==> config.mk <==
export PLATFORM = sky130hd
export DESIGN_NAME = pll_reset_sequencer
export DESIGN_NICKNAME = d
export VERILOG_FILES = /design/src/rtl/rst_seq_pkg.sv /design/src/rtl/sync_2ff.sv /design/src/rtl/pll_reset_sequencer.sv
export SDC_FILE = /design/constraint.sdc
export NUM_CORES = 1
export LEC_CHECK = 0
export ABC_AREA = 1
export CORE_ASPECT_RATIO = 1.25
export CORE_MARGIN = 2
export CORE_UTILIZATION = 45
export DETAILED_ROUTE_END_ITERATION = 10
export HOLD_SLACK_MARGIN = 0.03
export PLACE_DENSITY = 0.65
export SYNTH_ARGS = -nofsm -noshare
export SYNTH_HDL_FRONTEND = slang
export SYNTH_SLANG_ARGS = --single-unit
==> constraint.sdc <==
create_clock -name clock -period 1.7 [get_ports clock]
set_input_delay 0.34 -clock clock [delete_from_list [all_inputs] [get_ports clock]]
set_output_delay 0.34 -clock clock [all_outputs]
set_load 0.02 [all_outputs]
==> src/rtl/rst_seq_pkg.sv <==
// Shared types for the PLL reset sequencer: state encoding and state-to-reset decode.
// Latency: n/a (types and pure functions only).
// Backpressure: n/a.
//
// Contents:
//   rst_state_t    sequencer states HOLD, WAIT, STAGE, RUN, LOST
//   core_rst_for   reset_core level implied by a state
//   video_rst_for  reset_video level implied by a state
package rst_seq_pkg;

  typedef enum logic [2:0] {
    HOLD  = 3'd0,
    WAIT  = 3'd1,
    STAGE = 3'd2,
    RUN   = 3'd3,
    LOST  = 3'd4
  } rst_state_t;

  // Core logic is released first, in STAGE, and stays released in RUN.
  function automatic logic core_rst_for(input rst_state_t st);
    return !((st == STAGE) || (st == RUN));
  endfunction

  // Video logic is only released in RUN. This is a subset of the states where
  // core is released, so video can never be out of reset while core is held.
  function automatic logic video_rst_for(input rst_state_t st);
    return (st != RUN);
  endfunction

endpackage

==> src/rtl/sync_2ff.sv <==
// Generic 2-flop synchronizer for slow level signals entering the clock domain.
// Latency: 2 clock edges from d to q.
// Backpressure: none; q simply follows d two cycles late.
//
// Ports:
//   clock  in   1      destination clock
//   reset  in   1      synchronous active-high; clears both flop stages
//   d      in   WIDTH  asynchronous input, each bit treated independently
//   q      out  WIDTH  synchronized output
module sync_2ff #(
  parameter int WIDTH = 1
) (
  input  logic             clock,
  input  logic             reset,
  input  logic [WIDTH-1:0] d,
  output logic [WIDTH-1:0] q
);

  logic [WIDTH-1:0] meta_q;
  logic [WIDTH-1:0] meta_d;
  logic [WIDTH-1:0] sync_q;
  logic [WIDTH-1:0] sync_d;

  always_comb begin
    meta_d = d;
    sync_d = meta_q;
  end

  always_ff @(posedge clock) begin
    if (reset) begin
      meta_q <= '0;
      sync_q <= '0;
    end else begin
      meta_q <= meta_d;
      sync_q <= sync_d;
    end
  end

  assign q = sync_q;

endmodule

==> src/rtl/pll_reset_sequencer.sv <==
// Staged reset generator for logic on the PLL output clock; releases core then video
// after lock has been stable, re-asserts both on lock loss, counts lock losses.
// Latency: outputs are registered one edge after the state change; locked adds 2 sync edges.
// Backpressure: none; free-running sequencer.
//
// Ports:
//   clock          in   1      PLL output clock, sole clock
//   reset          in   1      synchronous active-high board reset
//   locked         in   1      PLL lock flag, asynchronous to clock
//   reset_core     out  1      active-high reset for CPU/memory logic
//   reset_video    out  1      active-high reset for VGA timing/pixel logic
//   ready          out  1      both resets released (RUN)
//   lock_loss_cnt  out  CNT_W  saturating count of STAGE/RUN -> LOST transitions
module pll_reset_sequencer
  import rst_seq_pkg::*;
#(
  parameter int STABLE_CYCLES = 1024,
  parameter int STAGE_GAP     = 16,
  parameter int CNT_W         = 8
) (
  input  logic             clock,
  input  logic             reset,
  input  logic             locked,
  output logic             reset_core,
  output logic             reset_video,
  output logic             ready,
  output logic [CNT_W-1:0] lock_loss_cnt
);

  localparam int STAB_W = $clog2(STABLE_CYCLES) + 1;
  localparam int GAP_W  = $clog2(STAGE_GAP) + 1;

  localparam logic [STAB_W-1:0] STAB_LAST = STAB_W'(STABLE_CYCLES - 1);
  localparam logic [GAP_W-1:0]  GAP_LAST  = GAP_W'(STAGE_GAP - 1);
  localparam logic [STAB_W-1:0] STAB_ONE  = STAB_W'(1);
  localparam logic [GAP_W-1:0]  GAP_ONE   = GAP_W'(1);
  localparam logic [CNT_W-1:0]  CNT_ONE   = CNT_W'(1);

  logic lock_s;

  rst_state_t        state_q, state_d;
  logic [STAB_W-1:0] stable_q, stable_d;
  logic [GAP_W-1:0]  gap_q, gap_d;
  logic [CNT_W-1:0]  loss_q, loss_d;
  logic              reset_core_q, reset_core_d;
  logic              reset_video_q, reset_video_d;
  logic              ready_q, ready_d;

  sync_2ff #(
    .WIDTH(1)
  ) u_lock_sync (
    .clock(clock),
    .reset(reset),
    .d    (locked),
    .q    (lock_s)
  );

  always_comb begin
    state_d  = state_q;
    // Both counters only hold a value inside their own state, so anything that
    // leaves WAIT or STAGE starts the next qualification from zero.
    stable_d = '0;
    gap_d    = '0;
    loss_d   = loss_q;

    unique case (state_q)
      HOLD: begin
        state_d = WAIT;
      end

      WAIT: begin
        if (lock_s) begin
          if (stable_q == STAB_LAST) begin
            state_d = STAGE;
          end else begin
            stable_d = stable_q + STAB_ONE;
          end
        end
      end

      STAGE: begin
        // Lock loss wins over gap completion on the same cycle.
        if (!lock_s) begin
          state_d = LOST;
        end else if (gap_q == GAP_LAST) begin
          state_d = RUN;
        end else begin
          gap_d = gap_q + GAP_ONE;
        end
      end

      RUN: begin
        if (!lock_s) begin
          state_d = LOST;
        end
      end

      LOST: begin
        state_d = WAIT;
      end

      default: begin
        state_d = HOLD;
      end
    endcase

    // Count on the edge that enters LOST; only STAGE and RUN can get there.
    if ((state_d == LOST) && (state_q != LOST) && (loss_q != '1)) begin
      loss_d = loss_q + CNT_ONE;
    end

    // Outputs decode the current state and are registered, so they follow the
    // state register by exactly one edge and all three move together.
    reset_core_d  = core_rst_for(state_q);
    reset_video_d = video_rst_for(state_q);
    ready_d       = !core_rst_for(state_q) && !video_rst_for(state_q);
  end

  always_ff @(posedge clock) begin
    if (reset) begin
      state_q       <= HOLD;
      stable_q      <= '0;
      gap_q         <= '0;
      loss_q        <= '0;
      reset_core_q  <= 1'b1;
      reset_video_q <= 1'b1;
      ready_q       <= 1'b0;
    end else begin
      state_q       <= state_d;
      stable_q      <= stable_d;
      gap_q         <= gap_d;
      loss_q        <= loss_d;
      reset_core_q  <= reset_core_d;
      reset_video_q <= reset_video_d;
      ready_q       <= ready_d;
    end
  end

  assign reset_core    = reset_core_q;
  assign reset_video   = reset_video_q;
  assign ready         = ready_q;
  assign lock_loss_cnt = loss_q;

endmodule
; After elaboration in Yosys (flattened, before gate mapping)
; Cells that the tools add are included.
[totals]
ff_bits = 32
in_bits = 3
output_inout_bits = 11
word_cells = 41
[op_classes]
addsub = 3
eq_ne = 10
n_mux = 6
n_bitwise = 3
n_reduce_logical = 10
[ops]
columns = op, count
row1 = two-way mux 3 bit, 5
row2 = one-hot mux 3 bit (4 select lines), 1
row3 = adder 11 x 1 -> 11 bit (second input constant), 1
row4 = == test 11 x 10 -> 1 bit (second input constant), 1
row5 = adder 8 x 1 -> 8 bit (second input constant), 1
row6 = != test 8 bit (second input constant), 1
row7 = OR reduction 4 bit, 2
row8 = == test 3 x 2 -> 1 bit (second input constant), 2
row9 = == test 3 bit (second input constant), 2
row10 = adder 5 x 1 -> 5 bit (second input constant), 1
row11 = == test 5 x 4 -> 1 bit (second input constant), 1
row12 = == test 3 x 1 -> 1 bit (second input constant), 1
row13 = logical AND 1 bit, 3
row14 = logical NOT 3 bit, 1
row15 = != test 3 x 2 -> 1 bit (second input constant), 1
row16 = != test 3 bit (second input constant), 1
row17 = NOT 1 bit, 3
row18 = logical NOT 1 bit, 2
row19 = OR reduction 2 bit, 1
row20 = logical OR 1 bit, 1

; Depth between registers and ports, before layout
; Gate-level depths: netlist (run 1).
[logic_depth]
word_depth = 7
mapped_depth = 8
ltp_nobuf = 8

; Cells and area by module
; A second synthesis (run 1) with hierarchy kept.
[hier_totals]
cells_unflattened = 188
hier_area_um2 = 1463.9
[modules_own_cells]
columns = mod, instances, cells_each, area_per_inst_um2, seq_area_each_um2
row1 = pll_reset_sequencer, 1, 182, 1408.9, 600.6
row2 = sync_2ff, 1, 6, 55.1, 40.0

; Worst setup path after synthesis (run 1)
; No wires, ideal clock.
[synth_path]
path_type = register to register
startpoint = reg loss_q[0] (netlist: lock_loss_cnt[0])
endpoint = reg loss_q[7] (netlist: lock_loss_cnt[7])
setup_ns = 0.113
arrival_time_ns = 1.247
required_ns = 1.587
setup_slack_ns = 0.340
path_stages_with_launch = 9
path_buffers = 0
period_less_slack_ns = 1.360
cell_sequence = dfxtp_1 ha_1 nand2_2 nor2_4 nand2_4 nand2_4 nor2_1 nor2_1 nor2_1
[synth_via]
elab_chain_cells = 2
word_cells_on_any_way = 3
cone_classes = add/sub: 1 / eq/ne: 1 / reduce/logical: 1
[synth_rtl]
columns = item, line_no
row1 = "start, declared", pll_reset_sequencer.sv:44  ; logic [CNT_W-1:0] loss_q, loss_d;
row2 = "start signal, assigned", pll_reset_sequencer.sv:132  ; loss_q <= loss_d;
row3 = "parallel branches: the longest is 2 deep, another holds adder 8 x 1 -> 8 bit", -
; Several ways; the timed one is not identified.
; A chain may end at the register's enable or synchronous reset.

; Worst setup path in the final report (run 1)
[layout_path]
startpoint = reg loss_q[1] (netlist: lock_loss_cnt[1])
endpoint = out lock_loss_cnt[1]
[layout_lines]
columns = item, line_no
row1 = "end, declared", pll_reset_sequencer.sv:27  ; output logic [CNT_W-1:0] lock_loss_cnt
; No word-level cell between the ends.

==> flow_summary.json, run 1 <==
{
  "post-route-period-util_pct": 97.4,
  "setup_viol": 0,
  "cts.sinks": 32,
  "clockBufferDepth": 2,
  "end_kind": "output port",
  "synthDistinctLibCells": 27,
  "fill_cells": 302,
  "vias_per_cell": 4.82,
  "leakage_nw": 0.686,
  "synth_area_leaders": "dfxtp_1, nor2_1, nand2_1",
  "drive_gt1_share_pct": 12.6,
  "r2r_cells": 7,
  "cp_slowest_cell": "clkdlybuf4s50_1",
  "crit-reg2reg-capture": "gap_q[2]",
  "cp_num_cells": 1,
  "p_total_mw": 1.51,
  "antenna_found_initial": 0,
  "cts_tree": "done",
  "tns_ns": 0,
  "grt_pass1_vias": 1061,
  "cts_root_buf": "clkbuf_8",
  "avgSynthCellArea_um2": 7.60,
  "hold_path_class": "flop to flop",
  "critPathBufInv": 1,
  "htree_levels": 2,
  "worstPathCellList": "clkdlybuf4s50_1",
  "clkTransAtPathRegs_ns": 0.07,
  "crit_end": "lock_loss_cnt[1]",
  "worstMarginPinSlew_ns": 0.414,
  "final_nets": 220,
  "min_period_ns": 1.66,
  "die_y_um": 67.7,
  "core_area_mm2": 0.00317,
  "cp-start-kind": "flop",
  "cp.required_ns": 1.36,
  "ant_nets": 0,
  "fmax_mhz": 604,
  "crit_path_max_fanout": 5,
  "dp_hpwl_um": 1850,
  "initialDrtViolationCount": 35,
  "rows": 23,
  "io-pin-count": 14,
  "r2r_start": "gap_q[0]",
  "initial_utilization_pct": 46.1,
  "max_stage_delay_ns": 0.63,
  "cts-buffers-inserted": 5,
  "ys_warn_count": 0,
  "clock_skew_ns": 0.00377,
  "drc": 0,
  "insertion_delay_ns": 0.29,
  "areaGrowthSynthToFinish_pct": 20.4,
  "critPathTopFamily": "buffers and inverters",
  "vdd_drop_max_uv": 699,
  "grt_pass1_wl_um": 4170,
  "port_buffers": 13,
  "wl_per_cell_um": 9.96,
  "synth.net_count": 199,
  "path_class": "flop to output port",
  "firstDrtPassIters": 4,
  "rsz0062_at_grt": "no",
  "slew_headroom_pct": 72.4,
  "dr_total_vias": 1210,
  "outcome": "finished, final reports clean",
  "maxCapViolations": 0,
  "overflow": 0,
  "netlist_area_mm2": 0.00146,
  "place_congestion": 0.803,
  "yosysTopAreaCell": "dfxtp_1",
  "die_w_um": 54.9,
  "crit_arrival_ns": 1.32,
  "p_per_area_mw_per_mm2": 859,
  "num_antenna_cells": 0,
  "drv_slew": 0,
  "hold_buffers": 0,
  "synth_seq_cells": 32,
  "rrSetupSlack_ns": 0.22,
  "grt_max_degree": 11,
  "startpoint": "lock_loss_cnt[1]",
  "hold_viol_final": 0,
  "post_synth_inst_count": 192,
  "synth_top_area_share_pct": 43.9,
  "die_area_mm2": 0.00372,
  "grt_usage_pct": 16.0,
  "synth_seq_area_share_pct": 43.9,
  "wl_um": 2500
}
## cell families after synthesis
| group | count (synthesis) | share of synthesized area [%] |
|---|---|---|
| AND/OR/NAND/NOR | 110 | 36.9 |
| flip-flops | 32 | 43.9 |
| buffers and inverters | 28 | 7.80 |
| AO/OA/AOI/OAI | 14 | 5.57 |
| XOR/XNOR | 4 | 2.40 |
| adder cells (fa/ha/maj) | 4 | 3.43 |
## stage by stage
| step | setup slack, ns | cells | cell area (µm²) | hold WS [ns] | util, % |
|---|---|---|---|---|---|
| after CTS | 0.0140 | 251 | 1750 | 0.406 | 55.3 |
| after floorplan | 0.340 | 192 | 1460 | 0.388 | - |
| after global routing | 0.00652 | 251 | 1760 | 0.429 | 55.5 |
| after detailed placement | 0.175 | 243 | 1640 | 0.395 | 51.9 |
| final | 0.0440 | 251 | 1760 | 0.403 | 55.5 |
| after global placement | 0.234 | 243 | 1640 | 0.392 | 51.9 |
## where the power goes
| part | total [mW] | internal [mW] | switching, mW | leakage, nW |
|---|---|---|---|---|
| Clock | 0.716 | 0.434 | 0.282 | 0.0552 |
| Sequential | 0.760 | 0.754 | 0.00562 | 0.259 |
| Combinational | 0.0325 | 0.0143 | 0.0182 | 0.372 |
## sequential cells by signal, summed over array words and instances, names as in the netlist
signal	count
reset_video	1
reset_core	1
state_q	3
gap_q	5
u_lock_sync.meta_q	1
stable_q	11
u_lock_sync.q	1
lock_loss_cnt	8
ready	1
## routing by layer
metal	part of all wire, %	vias up	GRT usage [%]
met2	49	15	26.0
li1	-	642	-
met1	45	546	17.2
met5	0	-	0
met3	3.6	7	5.97
met4	2.4	0	9.15
## how the worst min path moves through the flow
stage	start	endpoint	slack [ns]	cells after the start
global placement	u_lock_sync.meta_q	u_lock_sync.q	0.39	2
global route	u_lock_sync.meta_q	u_lock_sync.q	0.43	2
detailed placement	u_lock_sync.meta_q	u_lock_sync.q	0.40	2
floorplan	u_lock_sync.meta_q	u_lock_sync.q	0.39	2
CTS	u_lock_sync.meta_q	u_lock_sync.q	0.41	2
finish	u_lock_sync.meta_q	u_lock_sync.q	0.40	2
## timing repair
item,in CTS,in global routing
setup buffers,0,0
gates resized for setup,0,2
setup endpoints to repair,0,2
## placed cells by master (no fill, tap or decap), drive strengths merged
master | Yosys | routed
nor3b | 2 | 2
o21ai | 4 | 4
nand3b | 1 | 1
dlymetal6s2s | 0 | 1
nor3 | 2 | 2
nand3 | 14 | 14
nor2 | 46 | 46
xor2 | 4 | 4
ha | 4 | 4
or2 | 1 | 1
a21oi | 8 | 8
clkbuf | 0 | 6
bufinv | 0 | 1
a31oi | 1 | 1
nand4 | 5 | 5
clkinv | 0 | 1
nand2 | 39 | 39
dfxtp | 32 | 32
clkdlybuf4s50 | 0 | 12
o21bai | 1 | 1
buf | 2 | 3
inv | 26 | 26
## cells in the mapped netlist
library cell / n
buf_2: 1
nand3b_1: 1
a21oi_2: 1
inv_1: 25
nor2_1: 40
or2_0: 1
dfxtp_1: 32
buf_6: 1
nor3_1: 2
ha_1: 4
inv_2: 1
nand2_1: 33
nor2_8: 1
nand2_2: 3
nor3b_1: 2
a31oi_1: 1
o21ai_0: 3
o21bai_1: 1
nand4_1: 5
nor2_4: 3
nand2_4: 3
nor2_2: 2
nand3_2: 1
o21ai_2: 1
a21oi_1: 7
xor2_1: 4
nand3_1: 13
## final cells by class
cell class	count	area [µm²]	area share, %
repair buffers	16	155	8.83
clock inverters	2	35.0	1.99
multi-input cells	132	709	40.4
flip-flops and latches	32	641	36.5
inverters	26	97.6	5.56
clock buffers	6	72.6	4.13
well taps	37	46.3	2.64
(Power assumes the default switching activity.)
==> run 2, diff against run 1 <==
Settings changed: CTS_CLUSTER_SIZE set to 16, PLACE_DENSITY 0.65 to 0.68, TNS_END_PERCENT set to 20.
Clock period 1.7 ns to 1.49 ns, I/O delays scaled along.
==> flow_summary.json, run 2 (same netlist as run 1, synthesis figures left out) <==
{
  "rows": 23,
  "final_cell_area_mm2": 0.00176,
  "final_cell_mix": "nor2_1, nand2_1, dfxtp_1",
  "drv_slew": 0,
  "io-pin-count": 14,
  "crit_path_max_fanout": 5,
  "initial_utilization_pct": 46.1,
  "critPathTopFamily": "simple AND/OR/NAND/NOR gates",
  "path_class": "flop to flop",
  "cts-buffers-inserted": 5,
  "num_antenna_cells": 0,
  "cp.required_ns": 1.71,
  "die_area_mm2": 0.00372,
  "end_kind": "flop",
  "worstPathCellList": "ha_4 -> nand2_2 -> nor2_1 -> ha_2 -> nor2_1 -> nand4_1 -> nor3b_2",
  "cts_tree": "done",
  "final_common_cell": "nor2_1",
  "clkTransAtPathRegs_ns": 0.06,
  "placed_cell_area_mm2": 0.00166,
  "dp_cells": 245,
  "post-route-period-util_pct": 91.2,
  "utilization_pct": 55.7,
  "maxCapViolations": 0,
  "core_area_mm2": 0.00317,
  "clockBufferDepth": 2,
  "cts.sinks": 32,
  "clock_skew_ns": 0.00188,
  "max_stage_delay_ns": 0.34,
  "drive_gt1_share_pct": 15.7,
  "crit_top_cell": "nor2_1",
  "ant_nets": 0,
  "areaGrowthSynthToFinish_pct": 20.8,
  "final_cells": 253,
  "htree_levels": 2,
  "grt_usage_pct": 17.6,
  "post_cts_buffers": 0,
  "cp-start-kind": "flop",
  "initialDrtViolationCount": 24,
  "dr_total_vias": 1240,
  "wl_um": 2680,
  "slew_headroom_pct": 71.9,
  "hold_viol_final": 0,
  "place_congestion": 0.784,
  "port_buffers": 13,
  "outcome": "finished, final reports clean",
  "wl_per_cell_um": 10.6,
  "hold_buffers": 0,
  "overflow": 0,
  "fill_cells": 318,
  "final_nets": 222,
  "cp_slowest_cell": "dfxtp_2",
  "p_total_mw": 1.59,
  "worstMarginPinSlew_ns": 0.421,
  "critPathBufInv": 0,
  "drc": 0,
  "p_per_area_mw_per_mm2": 900,
  "largest_register": "stable_q",
  "die_w_um": 54.9,
  "cts_root_buf": "clkbuf_8",
  "insertion_delay_ns": 0.29,
  "crit_arrival_ns": 1.58,
  "die_y_um": 67.7,
  "vdd_drop_max_uv": 655,
  "firstDrtPassIters": 4,
  "leakage_nw": 0.712,
  "grt_max_degree": 11,
  "fmax_mhz": 736,
  "grt_pass1_wl_um": 4620,
  "antenna_found_initial": 0,
  "min_period_ns": 1.36,
  "dp_hpwl_um": 1950,
  "largest_reg_flops": 11,
  "setup_viol": 0,
  "hold_path_class": "flop to flop",
  "grt_pass1_vias": 1136,
  "vias_per_cell": 4.90
}
[run 2: changes by cell type in the layout (fill, tap and decap cells not counted), moves of 2 or more]
cell,change
clkdlybuf4s50_1,-10
dlygate4sd2_1,+10
buf_4,+2
ha_1,-2
[run 2: report_power, final]
group	switching, mW	leakage (nW)	internal [mW]
Clock	0.314	0.0510	0.368
Sequential	0.00684	0.259	0.861
Combinational	0.0205	0.402	0.0165
[run 2: layout make-up]
type	count	area (µm²)	area share, %
multi-input cells	132	727	41.2
flip-flops and latches	32	642	36.4
repair buffers	18	158	8.94
inverters	26	97.6	5.54
clock buffers	6	82.6	4.68
well taps	37	46.3	2.63
clock inverters	2	10.0	0.568
[run 2: through the flow]
stage / setup TNS (ns) / worst slack, ns / hold slack (ns)
3_3_place_gp: 0 / 0.0365 / 0.395
2_1_floorplan: 0 / 0.130 / 0.388
5_1_grt: -0.00317 / -0.00317 / 0.430
4_1_cts: 0 / 0.00317 / 0.409
6_report: 0 / 0.131 / 0.406
3_5_place_dp: 0 / 0.00107 / 0.397
[run 2: repair_timing]
item | 4_1_cts | 5_1_grt
pin swaps | 0 | 3
setup endpoints to repair | 10 | 7
resized for setup | 10 | 7
[run 2: path summary, 6_finish.rpt]
kind / startpoint / end / slack, ns / depth (start not counted)
worst max register to register: gap_q[0] / gap_q[2] / 0.13 / 7
worst min register to register: u_lock_sync.meta_q / u_lock_sync.q / 0.41 / 2
worst max-delay path: gap_q[0] / gap_q[2] / 0.13 / 7
worst min-delay path: u_lock_sync.meta_q / u_lock_sync.q / 0.41 / 2
[run 2: tightest hold or removal path: stages (launching register included)]
cell     delay, ns
dfxtp_1       0.30
inv_1         0.04
nor2_1        0.03
[run 2: routing by layer]
layer	track usage, %	wire (µm)
met5	0	0
met4	9.15	63
met1	18.9	1090
met2	29.2	1420
met3	6.64	102
==> run 3, diff against run 2 <==
Settings changed: PLACE_DENSITY 0.68 to 0.65, SETUP_SLACK_MARGIN set to 0.5.
Clock period 1.49 ns to 1.6 ns, I/O delays scaled along.
==> flow_summary.json, run 3 (same netlist as run 1, synthesis figures left out) <==
{
  "outcome": "finished, final reports clean",
  "cts_root_buf": "clkbuf_8",
  "hold_viol_final": 0,
  "cp.required_ns": 1.80,
  "dp_hpwl_um": 2030,
  "areaGrowthSynthToFinish_pct": 30.5,
  "critPathBufInv": 0,
  "fill_cells": 332,
  "grt_pass1_vias": 1156,
  "min_to": "u_lock_sync.q",
  "post-route-period-util_pct": 82.4,
  "worstPathCellList": "ha_4 -> nand2_2 -> nor2_2 -> ha_2 -> nor2_1 -> nand4_1 -> nor3b_2",
  "p_total_mw": 1.40,
  "port_buffers": 13,
  "vdd_drop_max_uv": 679,
  "largest_register": "stable_q",
  "drv_slew": 0,
  "cts_tree": "done",
  "place_congestion": 0.820,
  "io-pin-count": 14,
  "tns_ns": 0,
  "die_w_um": 54.9,
  "slew_headroom_pct": 82.5,
  "end_kind": "flop",
  "largest_reg_flops": 11,
  "rsz0062_at_grt": "yes",
  "hold_path_class": "flop to flop",
  "setup_viol": 0,
  "gr-usage-met1_pct": 17.8,
  "cts-buffers-inserted": 5,
  "grt_usage_pct": 16.6,
  "crit_path_max_fanout": 5,
  "clkTransAtPathRegs_ns": 0.06,
  "dr_total_vias": 1289,
  "core_area_mm2": 0.00317,
  "rows": 23,
  "clock_skew_ns": 0.00354,
  "rrSetupSlack_ns": 0.28,
  "die_area_mm2": 0.00372,
  "insertion_delay_ns": 0.27,
  "min_period_ns": 1.32,
  "hold_buffers": 0,
  "use_met3_pct": 5.31,
  "maxCapViolations": 0,
  "worstMarginPinSlew_ns": 0.261,
  "final_common_cell": "nor2_1",
  "critPathTopFamily": "simple AND/OR/NAND/NOR gates",
  "final_nets": 229,
  "antenna_found_initial": 0,
  "grt_max_degree": 11,
  "die_y_um": 67.7,
  "r2r_cells": 7,
  "htree_levels": 2,
  "max_stage_delay_ns": 0.33,
  "vias_per_cell": 4.96,
  "min-delay-start": "u_lock_sync.meta_q",
  "initialDrtViolationCount": 20,
  "regArea_um2": 668,
  "grtUsageMet2_pct": 29.5,
  "fmax_mhz": 758,
  "r2r_start": "gap_q[1]",
  "grt_pass1_wl_um": 4490,
  "cts.sinks": 32,
  "overflow": 0,
  "multi_input_area_um2": 807,
  "hold_path_depth": 2,
  "firstDrtPassIters": 4,
  "leakage_nw": 0.753,
  "drive_gt1_share_pct": 29.6,
  "cp_slowest_cell": "dfxtp_2",
  "path_class": "flop to flop",
  "wl_um": 2920,
  "final_cell_mix": "nor2_1, nand2_1, inv_1",
  "crit-reg2reg-capture": "gap_q[2]",
  "num_antenna_cells": 0,
  "cp-start-kind": "flop",
  "crit_arrival_ns": 1.52,
  "initial_utilization_pct": 46.1,
  "drc": 0,
  "clockBufferDepth": 2,
  "wl_per_cell_um": 11.2,
  "ant_nets": 0,
  "p_per_area_mw_per_mm2": 738,
  "grt.busiest_layer": "met2"
}
## run 3: worst max path at each step
| stage | startpoint | to | slack [ns] | cells past startpoint |
|---|---|---|---|---|
| 3_3_place_gp | reset | stable_q[7] | 0.15 | 6 |
| 3_5_place_dp | reset | stable_q[9] | 0.11 | 8 |
| 2_1_floorplan | gap_q[0] | gap_q[2] | 0.39 | 7 |
| 6_report | gap_q[1] | gap_q[2] | 0.28 | 7 |
| 4_1_cts | gap_q[1] | gap_q[2] | 0.24 | 7 |
| 5_1_grt | gap_q[1] | state_q[0] | 0.20 | 8 |
## run 3: per-layer routing
metal | vias up | share of wire (%)
met2 | 23 | 51
met3 | 4 | 4.8
met1 | 594 | 43
li1 | 668 | -
met5 | - | 0
met4 | 0 | 1.4
## run 3: final cells by class
class                   instances  area share (%)
clock buffers                   7            4.01
clock inverters                 1           0.197
inverters                      26            5.12
multi-input cells             133            42.4
flip-flops and latches         32            35.1
well taps                      37            2.43
repair buffers                 24            10.8
## run 3: stage by stage
| step | hold slack [ns] | setup slack [ns] | util, % | std cells | instance area (µm²) |
|---|---|---|---|---|---|
| after CTS | 0.404 | 0.240 | 57.4 | 257 | 1820 |
| after global routing | 0.421 | 0.196 | 60.2 | 260 | 1900 |
| after floorplan | 0.388 | 0.394 | - | 192 | 1510 |
| after global placement | 0.398 | 0.154 | 53.6 | 243 | 1700 |
| final | 0.394 | 0.281 | 60.2 | 260 | 1900 |
| after detailed placement | 0.395 | 0.113 | 53.6 | 243 | 1700 |
## run 3: power breakdown
group          internal (mW)  switching, mW  leakage, nW  total (mW)
registers              0.794        0.00633        0.266       0.800
clock network          0.302          0.264       0.0399       0.566
logic                 0.0161         0.0226        0.447      0.0387
## run 3: tightest hold or removal path, stage by stage, from the launching register on
cell     delay (ns)
dfxtp_1        0.29
inv_1          0.04
nor2_1         0.03
## run 3: timing repair
action,4_1_cts,5_1_grt
pin swaps,1,6
buffers inserted,6,2
setup endpoints to repair,37,39
hold endpoints to repair,0,0
gates cloned,0,1
gates resized for setup,42,24
